`src/rtl/sha256_pkg.sv`:
```
// Shared SHA-256 constants, helper functions and sequencer state encoding.
// Used by the round controller, the compression core and the multi-block controller.
package sha256_pkg;

    localparam int BLK_WORDS = 16;
    localparam int ROUNDS    = 64;

    typedef enum logic [2:0] {
        ST_IDLE,
        ST_LOAD,
        ST_INIT,
        ST_ROUNDS,
        ST_FINAL,
        ST_DONE
    } state_t;

    localparam logic [31:0] K [0:63] = '{
        32'h428a2f98, 32'h71374491, 32'hb5c0fbcf, 32'he9b5dba5,
        32'h3956c25b, 32'h59f111f1, 32'h923f82a4, 32'hab1c5ed5,
        32'hd807aa98, 32'h12835b01, 32'h243185be, 32'h550c7dc3,
        32'h72be5d74, 32'h80deb1fe, 32'h9bdc06a7, 32'hc19bf174,
        32'he49b69c1, 32'hefbe4786, 32'h0fc19dc6, 32'h240ca1cc,
        32'h2de92c6f, 32'h4a7484aa, 32'h5cb0a9dc, 32'h76f988da,
        32'h983e5152, 32'ha831c66d, 32'hb00327c8, 32'hbf597fc7,
        32'hc6e00bf3, 32'hd5a79147, 32'h06ca6351, 32'h14292967,
        32'h27b70a85, 32'h2e1b2138, 32'h4d2c6dfc, 32'h53380d13,
        32'h650a7354, 32'h766a0abb, 32'h81c2c92e, 32'h92722c85,
        32'ha2bfe8a1, 32'ha81a664b, 32'hc24b8b70, 32'hc76c51a3,
        32'hd192e819, 32'hd6990624, 32'hf40e3585, 32'h106aa070,
        32'h19a4c116, 32'h1e376c08, 32'h2748774c, 32'h34b0bcb5,
        32'h391c0cb3, 32'h4ed8aa4a, 32'h5b9cca4f, 32'h682e6ff3,
        32'h748f82ee, 32'h78a5636f, 32'h84c87814, 32'h8cc70208,
        32'h90befffa, 32'ha4506ceb, 32'hbef9a3f7, 32'hc67178f2
    };

    localparam logic [31:0] H0 [0:7] = '{
        32'h6a09e667, 32'hbb67ae85, 32'h3c6ef372, 32'ha54ff53a,
        32'h510e527f, 32'h9b05688c, 32'h1f83d9ab, 32'h5be0cd19
    };

    function automatic logic [31:0] rotr(input logic [31:0] x, input int unsigned n);
        return (x >> n) | (x << (32 - n));
    endfunction

    function automatic logic [31:0] sig0(input logic [31:0] x);
        return rotr(x, 7) ^ rotr(x, 18) ^ (x >> 3);
    endfunction

    function automatic logic [31:0] sig1(input logic [31:0] x);
        return rotr(x, 17) ^ rotr(x, 19) ^ (x >> 10);
    endfunction

    function automatic logic [31:0] big_sig0(input logic [31:0] x);
        return rotr(x, 2) ^ rotr(x, 13) ^ rotr(x, 22);
    endfunction

    function automatic logic [31:0] big_sig1(input logic [31:0] x);
        return rotr(x, 6) ^ rotr(x, 11) ^ rotr(x, 25);
    endfunction

    function automatic logic [31:0] ch(input logic [31:0] x, input logic [31:0] y,
                                       input logic [31:0] z);
        return (x & y) ^ (~x & z);
    endfunction

    function automatic logic [31:0] maj(input logic [31:0] x, input logic [31:0] y,
                                        input logic [31:0] z);
        return (x & y) ^ (x & z) ^ (y & z);
    endfunction

endpackage

```
`src/rtl/sha256_w_expand.sv`:
```
// Combinational message-schedule step: W[t] from the four earlier schedule taps.
// Shared with the unrolled compression core.
module sha256_w_expand
    import sha256_pkg::*;
(
    input  logic [31:0] w_m2,
    input  logic [31:0] w_m7,
    input  logic [31:0] w_m15,
    input  logic [31:0] w_m16,
    output logic [31:0] w_new
);

    assign w_new = sig1(w_m2) + w_m7 + sig0(w_m15) + w_m16;

endmodule

```
`src/rtl/sha256_round_ctrl.sv`:
```
// SHA-256 round sequencer: loads one 16-word block into a circular W buffer,
// then streams W[t]/K[t] for rounds 0..63 with init/final/done framing strobes.
module sha256_round_ctrl
    import sha256_pkg::*;
(
    input  logic        i_clk,
    input  logic        i_rst,
    input  logic        i_start,
    input  logic        i_word_valid,
    input  logic [31:0] i_word,
    output logic        o_word_ready,
    input  logic        i_hold,
    output logic        o_init,
    output logic        o_round_en,
    output logic [5:0]  o_round_idx,
    output logic [31:0] o_wt,
    output logic [31:0] o_kt,
    output logic        o_final,
    output logic        o_busy,
    output logic        o_done
);

    localparam logic [3:0] LAST_WORD  = 4'(BLK_WORDS - 1);
    localparam logic [5:0] LAST_ROUND = 6'(ROUNDS - 1);

    state_t      state;
    state_t      state_nxt;
    logic [3:0]  cnt;
    logic [5:0]  t;
    logic [31:0] wbuf [0:BLK_WORDS-1];
    logic        word_ready;
    logic        round_en;
    logic        accept;
    logic        in_rounds;
    logic [3:0]  t_lo;
    logic [31:0] w_new;
    logic [31:0] wt;

    always_ff @(posedge i_clk) begin
        if (!i_rst) state <= ST_IDLE;
        else        state <= state_nxt;
    end

    // Active-low reset also masks the strobes combinationally so they drop in the reset cycle.
    always_comb begin
        state_nxt  = state;
        word_ready = 1'b0;
        round_en   = 1'b0;
        o_init     = 1'b0;
        o_final    = 1'b0;
        o_done     = 1'b0;
        o_busy     = (state != ST_IDLE);
        case (state)
            ST_IDLE: begin
                if (i_start) state_nxt = ST_LOAD;
            end
            ST_LOAD: begin
                word_ready = 1'b1;
                if (i_word_valid && (cnt == LAST_WORD)) state_nxt = ST_INIT;
            end
            ST_INIT: begin
                o_init    = 1'b1;
                state_nxt = ST_ROUNDS;
            end
            ST_ROUNDS: begin
                round_en = ~i_hold;
                if (!i_hold && (t == LAST_ROUND)) state_nxt = ST_FINAL;
            end
            ST_FINAL: begin
                o_final   = 1'b1;
                state_nxt = ST_DONE;
            end
            ST_DONE: begin
                o_done    = 1'b1;
                state_nxt = ST_IDLE;
            end
            default: state_nxt = ST_IDLE;
        endcase
        if (!i_rst) begin
            word_ready = 1'b0;
            round_en   = 1'b0;
            o_init     = 1'b0;
            o_final    = 1'b0;
            o_done     = 1'b0;
            o_busy     = 1'b0;
        end
    end

    assign accept = word_ready & i_word_valid;

    always_ff @(posedge i_clk) begin
        if (!i_rst) begin
            cnt <= '0;
            t   <= '0;
        end else begin
            if (state == ST_IDLE) cnt <= '0;
            else if (accept)      cnt <= cnt + 4'd1;
            if (round_en)         t   <= t + 6'd1;
        end
    end

    // W buffer holds the last 16 schedule words; slot t%16 holds W[t-16] until overwritten by W[t].
    always_ff @(posedge i_clk) begin
        if (accept)   wbuf[cnt]  <= i_word;
        if (round_en) wbuf[t_lo] <= wt;
    end

    assign t_lo = t[3:0];

    sha256_w_expand u_w_expand (
        .w_m2  (wbuf[t_lo - 4'd2]),
        .w_m7  (wbuf[t_lo - 4'd7]),
        .w_m15 (wbuf[t_lo - 4'd15]),
        .w_m16 (wbuf[t_lo]),
        .w_new (w_new)
    );

    assign wt = (t[5:4] == 2'b00) ? wbuf[t_lo] : w_new;

    assign in_rounds    = i_rst && (state == ST_ROUNDS);
    assign o_word_ready = word_ready;
    assign o_round_en   = round_en;
    assign o_round_idx  = in_rounds ? t    : '0;
    assign o_wt         = in_rounds ? wt   : '0;
    assign o_kt         = in_rounds ? K[t] : '0;

endmodule

```
`config.mk`:
```
export PLATFORM = sky130hd
export DESIGN_NAME = sha256_round_ctrl
export DESIGN_NICKNAME = d
export VERILOG_FILES = /design/src/rtl/sha256_pkg.sv /design/src/rtl/sha256_w_expand.sv /design/src/rtl/sha256_round_ctrl.sv
export SDC_FILE = /design/constraint.sdc
export NUM_CORES = 1
export LEC_CHECK = 0
export CAP_MARGIN = 20
export CORE_MARGIN = 3
export CORE_UTILIZATION = 40
export DETAILED_ROUTE_END_ITERATION = 10
export GPL_TIMING_DRIVEN = 0
export SLEW_MARGIN = 20
export SYNTH_ARGS = -nofsm -noshare
export SYNTH_HDL_FRONTEND = slang
export SYNTH_HIERARCHICAL = 1
export SYNTH_SLANG_ARGS = --single-unit
export TNS_END_PERCENT = 30
```
`constraint.sdc`:
```
create_clock -name i_clk -period 11.1 [get_ports i_clk]
set_clock_uncertainty 0.05 [all_clocks]
set_input_delay 2.775 -clock i_clk [delete_from_list [all_inputs] [get_ports i_clk]]
set_output_delay 2.775 -clock i_clk [all_outputs]
set_load 0.03 [all_outputs]
```
==> out/qor.yml <==
logic_synthesis:
  syn_area_per_cell_sq_um: 13.7
  synthTopCellsByCount: "edfxtp_1, mux4_2, mux2i_1"
  synth_top_family_by_area: "multiplexers"
  ys_seq_area_share_pct: 42.4
  synth_top_area_cell: "edfxtp_1"
  yosysMostFrequentCell: "edfxtp_1"
  synth-seq-cells: 529
  synth-simple-area-share_pct: 5.33
  async_flop_share_pct: 0
  synth_top_area_share_pct: 41.5
  synth_mux_area_share_pct: 29.4
  syn-instance-count: 2713
  ys_types: 81
  synth_area_leaders: "edfxtp_1, mux4_2, mux2i_1"
  synthAdderAreaFrac_pct: 5.07
  synth-compound-area-share_pct: 9.34
  yosysWarningCount: 6
  synthesis.area_sq_um: 37000
  syn_nets: 2863
  synthXorXnorAreaFrac_pct: 3.67
  synth_ff_type: "edfxtp_1"
  synth-edff-count: 512
clock_tree:
  cts_tree: "done"
  cts_made_buffers: 61
  root_buffer: "clkbuf_16"
  worstSkewPairLatency_ns: 0.70
  cts_buffer_depth: 3
  clock-sinks: 529
  clkSlewWorstSetupHoldPaths_ns: 0.06
  htreeDepth: 2
placed_design:
  pre_cts_ws_ns: -2.19
  hpwlAfterDp_mm: 131
  dp.cells: 4091
  gp_congestion: 1.04
  io_buffers: 112
global_routing:
  grt_max_degree: 26
  grt.total_usage_pct: 36.8
  grt_overflow_total: 0
  grt_pass1_vias: 29126
  grt_antenna_before_repair: 3
  grt_pass1_wl_mm: 243
sta:
  min_period_ns: 11.10
  slew_headroom_pct: 12.8
  fmax_mhz: 90.1
  rsz0062_at_grt: "true"
  whs_ns: 0.490
  setup_violations: 0
  worstMarginPinSlew_ns: 1.31
  final_hold_viol_count: 0
  slew_violations: 0
  setup_ws_ns: 0.00465
  fin_crit_sh_pct: 100
worst_setup_path:
  crit_type: "flip-flop to output pin"
  worstSetupEndpointType: "output pin"
  crit_required_ns: 8.28
  reg2reg_depth: 24
  r2r_end: "wbuf[9][24]"
  r2r-start: "t[0]"
  critPathMaxFanout: 10
  critPathLaunchType: "flip-flop"
  reg2reg_slack_ns: 2.99
  cp.arrival_ns: 8.27
  startpoint: "t[0]"
min_path:
  holdPathStages: 2
  hold_end: "cnt[1]"
  hp-class: "flip-flop to flip-flop"
  hold_path_startpoint: "cnt[1]"
cells_and_area:
  nNetsFinal: 3075
  regArea_sq_um: 15700
  final_cells: 4207
  synthToLayoutAreaGrowth_pct: 16.1
  drive_above_1_share_pct: 23.8
  multi_input_area_sq_um: 19900
  fillers: 7940
  final_core_util_pct: 47.3
  diodes: 0
detailed_routing:
  wire_per_inst_um: 42.5
  num_vias: 29919
  antenna_left: 0
  drt_first_pass_iters: 9
  drt_iter0_markers: 5340
  route.detailed.drc: 0
  routed_wl_mm: 179
  via_per_inst: 7.11
power:
  peakVddDrop_uv: 123
  cellPowerDensity_nw_per_um2: 104
  p_leak_nw: 13.8
die:
  core_area_sq_um: 91000
  die-area_sq_um: 96300
  die_h_um: 310
  row_count: 110
  die_w_um: 310
  initial_utilization_pct: 40.7
  pin_count: 113
outcome:
  status: "finished, final reports clean"
run:
  cap_violations: 0
==> layout by cell type, fill, tap and decap left out, types with 42 or more instances in the layout <==
cell type / count
o21ai_0: 61
clkbuf_1: 78
clkdlybuf4s50_1: 100
xor2_1: 59
ha_1: 49
edfxtp_1: 512
nor2_1: 114
mux4_2: 349
mux2i_1: 288
xnor2_1: 86
a21oi_1: 114
a222oi_1: 64
buf_6: 42
clkbuf_16: 62
fa_1: 62
buf_2: 60
nand2_1: 152
inv_1: 111
==> worst max path at each step <==
stage,depth (start not counted),endpoint,slack [ns]
floorplan,23,o_wt[31],1.60
global placement,24,o_wt[31],-2.18
detailed placement,24,o_wt[31],-2.19
CTS,27,o_wt[31],0.02
global route,27,o_wt[31],-0.04
finish,25,o_wt[24],0.005
==> worst max-delay path, cell delays in order (launching register included) <==
cell             delay (ns)
dfxtp_2                0.42
buf_6                  0.14
buf_8                  0.17
buf_6                  0.23
inv_4                  0.15
ha_1                   0.38
buf_6                  0.22
clkbuf_4               0.32
mux4_2                 0.37
mux4_2                 0.61
xor2_1                 0.21
xnor2_2                0.29
fa_1                   0.50
fa_1                   0.50
inv_1                  0.04
ha_1                   0.34
a21o_1                 0.19
a21oi_2                0.16
a21oi_1                0.15
o31a_1                 0.44
or4_4                  0.55
a221oi_2               0.31
xnor2_1                0.22
mux2i_2                0.18
nor2_1                 0.14
clkdlybuf4s15_2        0.31
==> stage by stage <==
step	instance area [sq um]	power, mW	setup TNS, ns
2_1_floorplan	37000	2.32	0
3_3_place_gp	39700	2.37	-34.82
3_5_place_dp	40600	2.37	-35.79
4_1_cts	42900	4.50	0
5_1_grt	43000	4.59	-0.0485
6_report	43000	4.49	0
==> cell families after synthesis <==
family | after synthesis
muxes | 644
buffers and inverters | 348
AOI/OAI and AO/OA | 492
xor gates and xnor gates | 153
adders and majority gates | 113
and+or+nand+nor | 434
DFF | 529
==> routing by layer <==
layer	part of all wire (%)	vias up	global-route usage (%)
met5	0.038	-	0
met4	6.4	4	19.9
met3	11	554	9.15
met2	45	2559	56.7
met1	37	15471	48.0
li1	-	11331	-
==> report_power, final <==
group | switching, mW | internal, mW
Clock | 0.891 | 1.26
Combinational | 0.0911 | 0.0528
Sequential | 0.00256 | 2.19
==> flip-flops by register name, summed over array words and instances (netlist names), named ones only <==
| name | flops |
|---|---|
| t | 6 |
| state | 3 |
| wbuf | 512 |
| cnt | 4 |
==> area by class of cell <==
class                   instances  share of cell area, %
plain buffers                 231                   3.46
flip-flops and latches        529                   36.5
repair buffers                151                   4.35
inverters                     115                   1.02
clock inverters                35                   1.09
clock buffers                  78                   3.82
multi-input cells            1836                   46.1
well taps                    1232                   3.58
==> what timing repair did <==
action | 4_1_cts | 5_1_grt
gates resized for setup | 91 | 20
hold buffers | 0 | 0
setup endpoints to repair | 31 | 12
pin swaps | 3 | 1
setup buffers | 3 | 1
(Power assumes the default switching activity.)
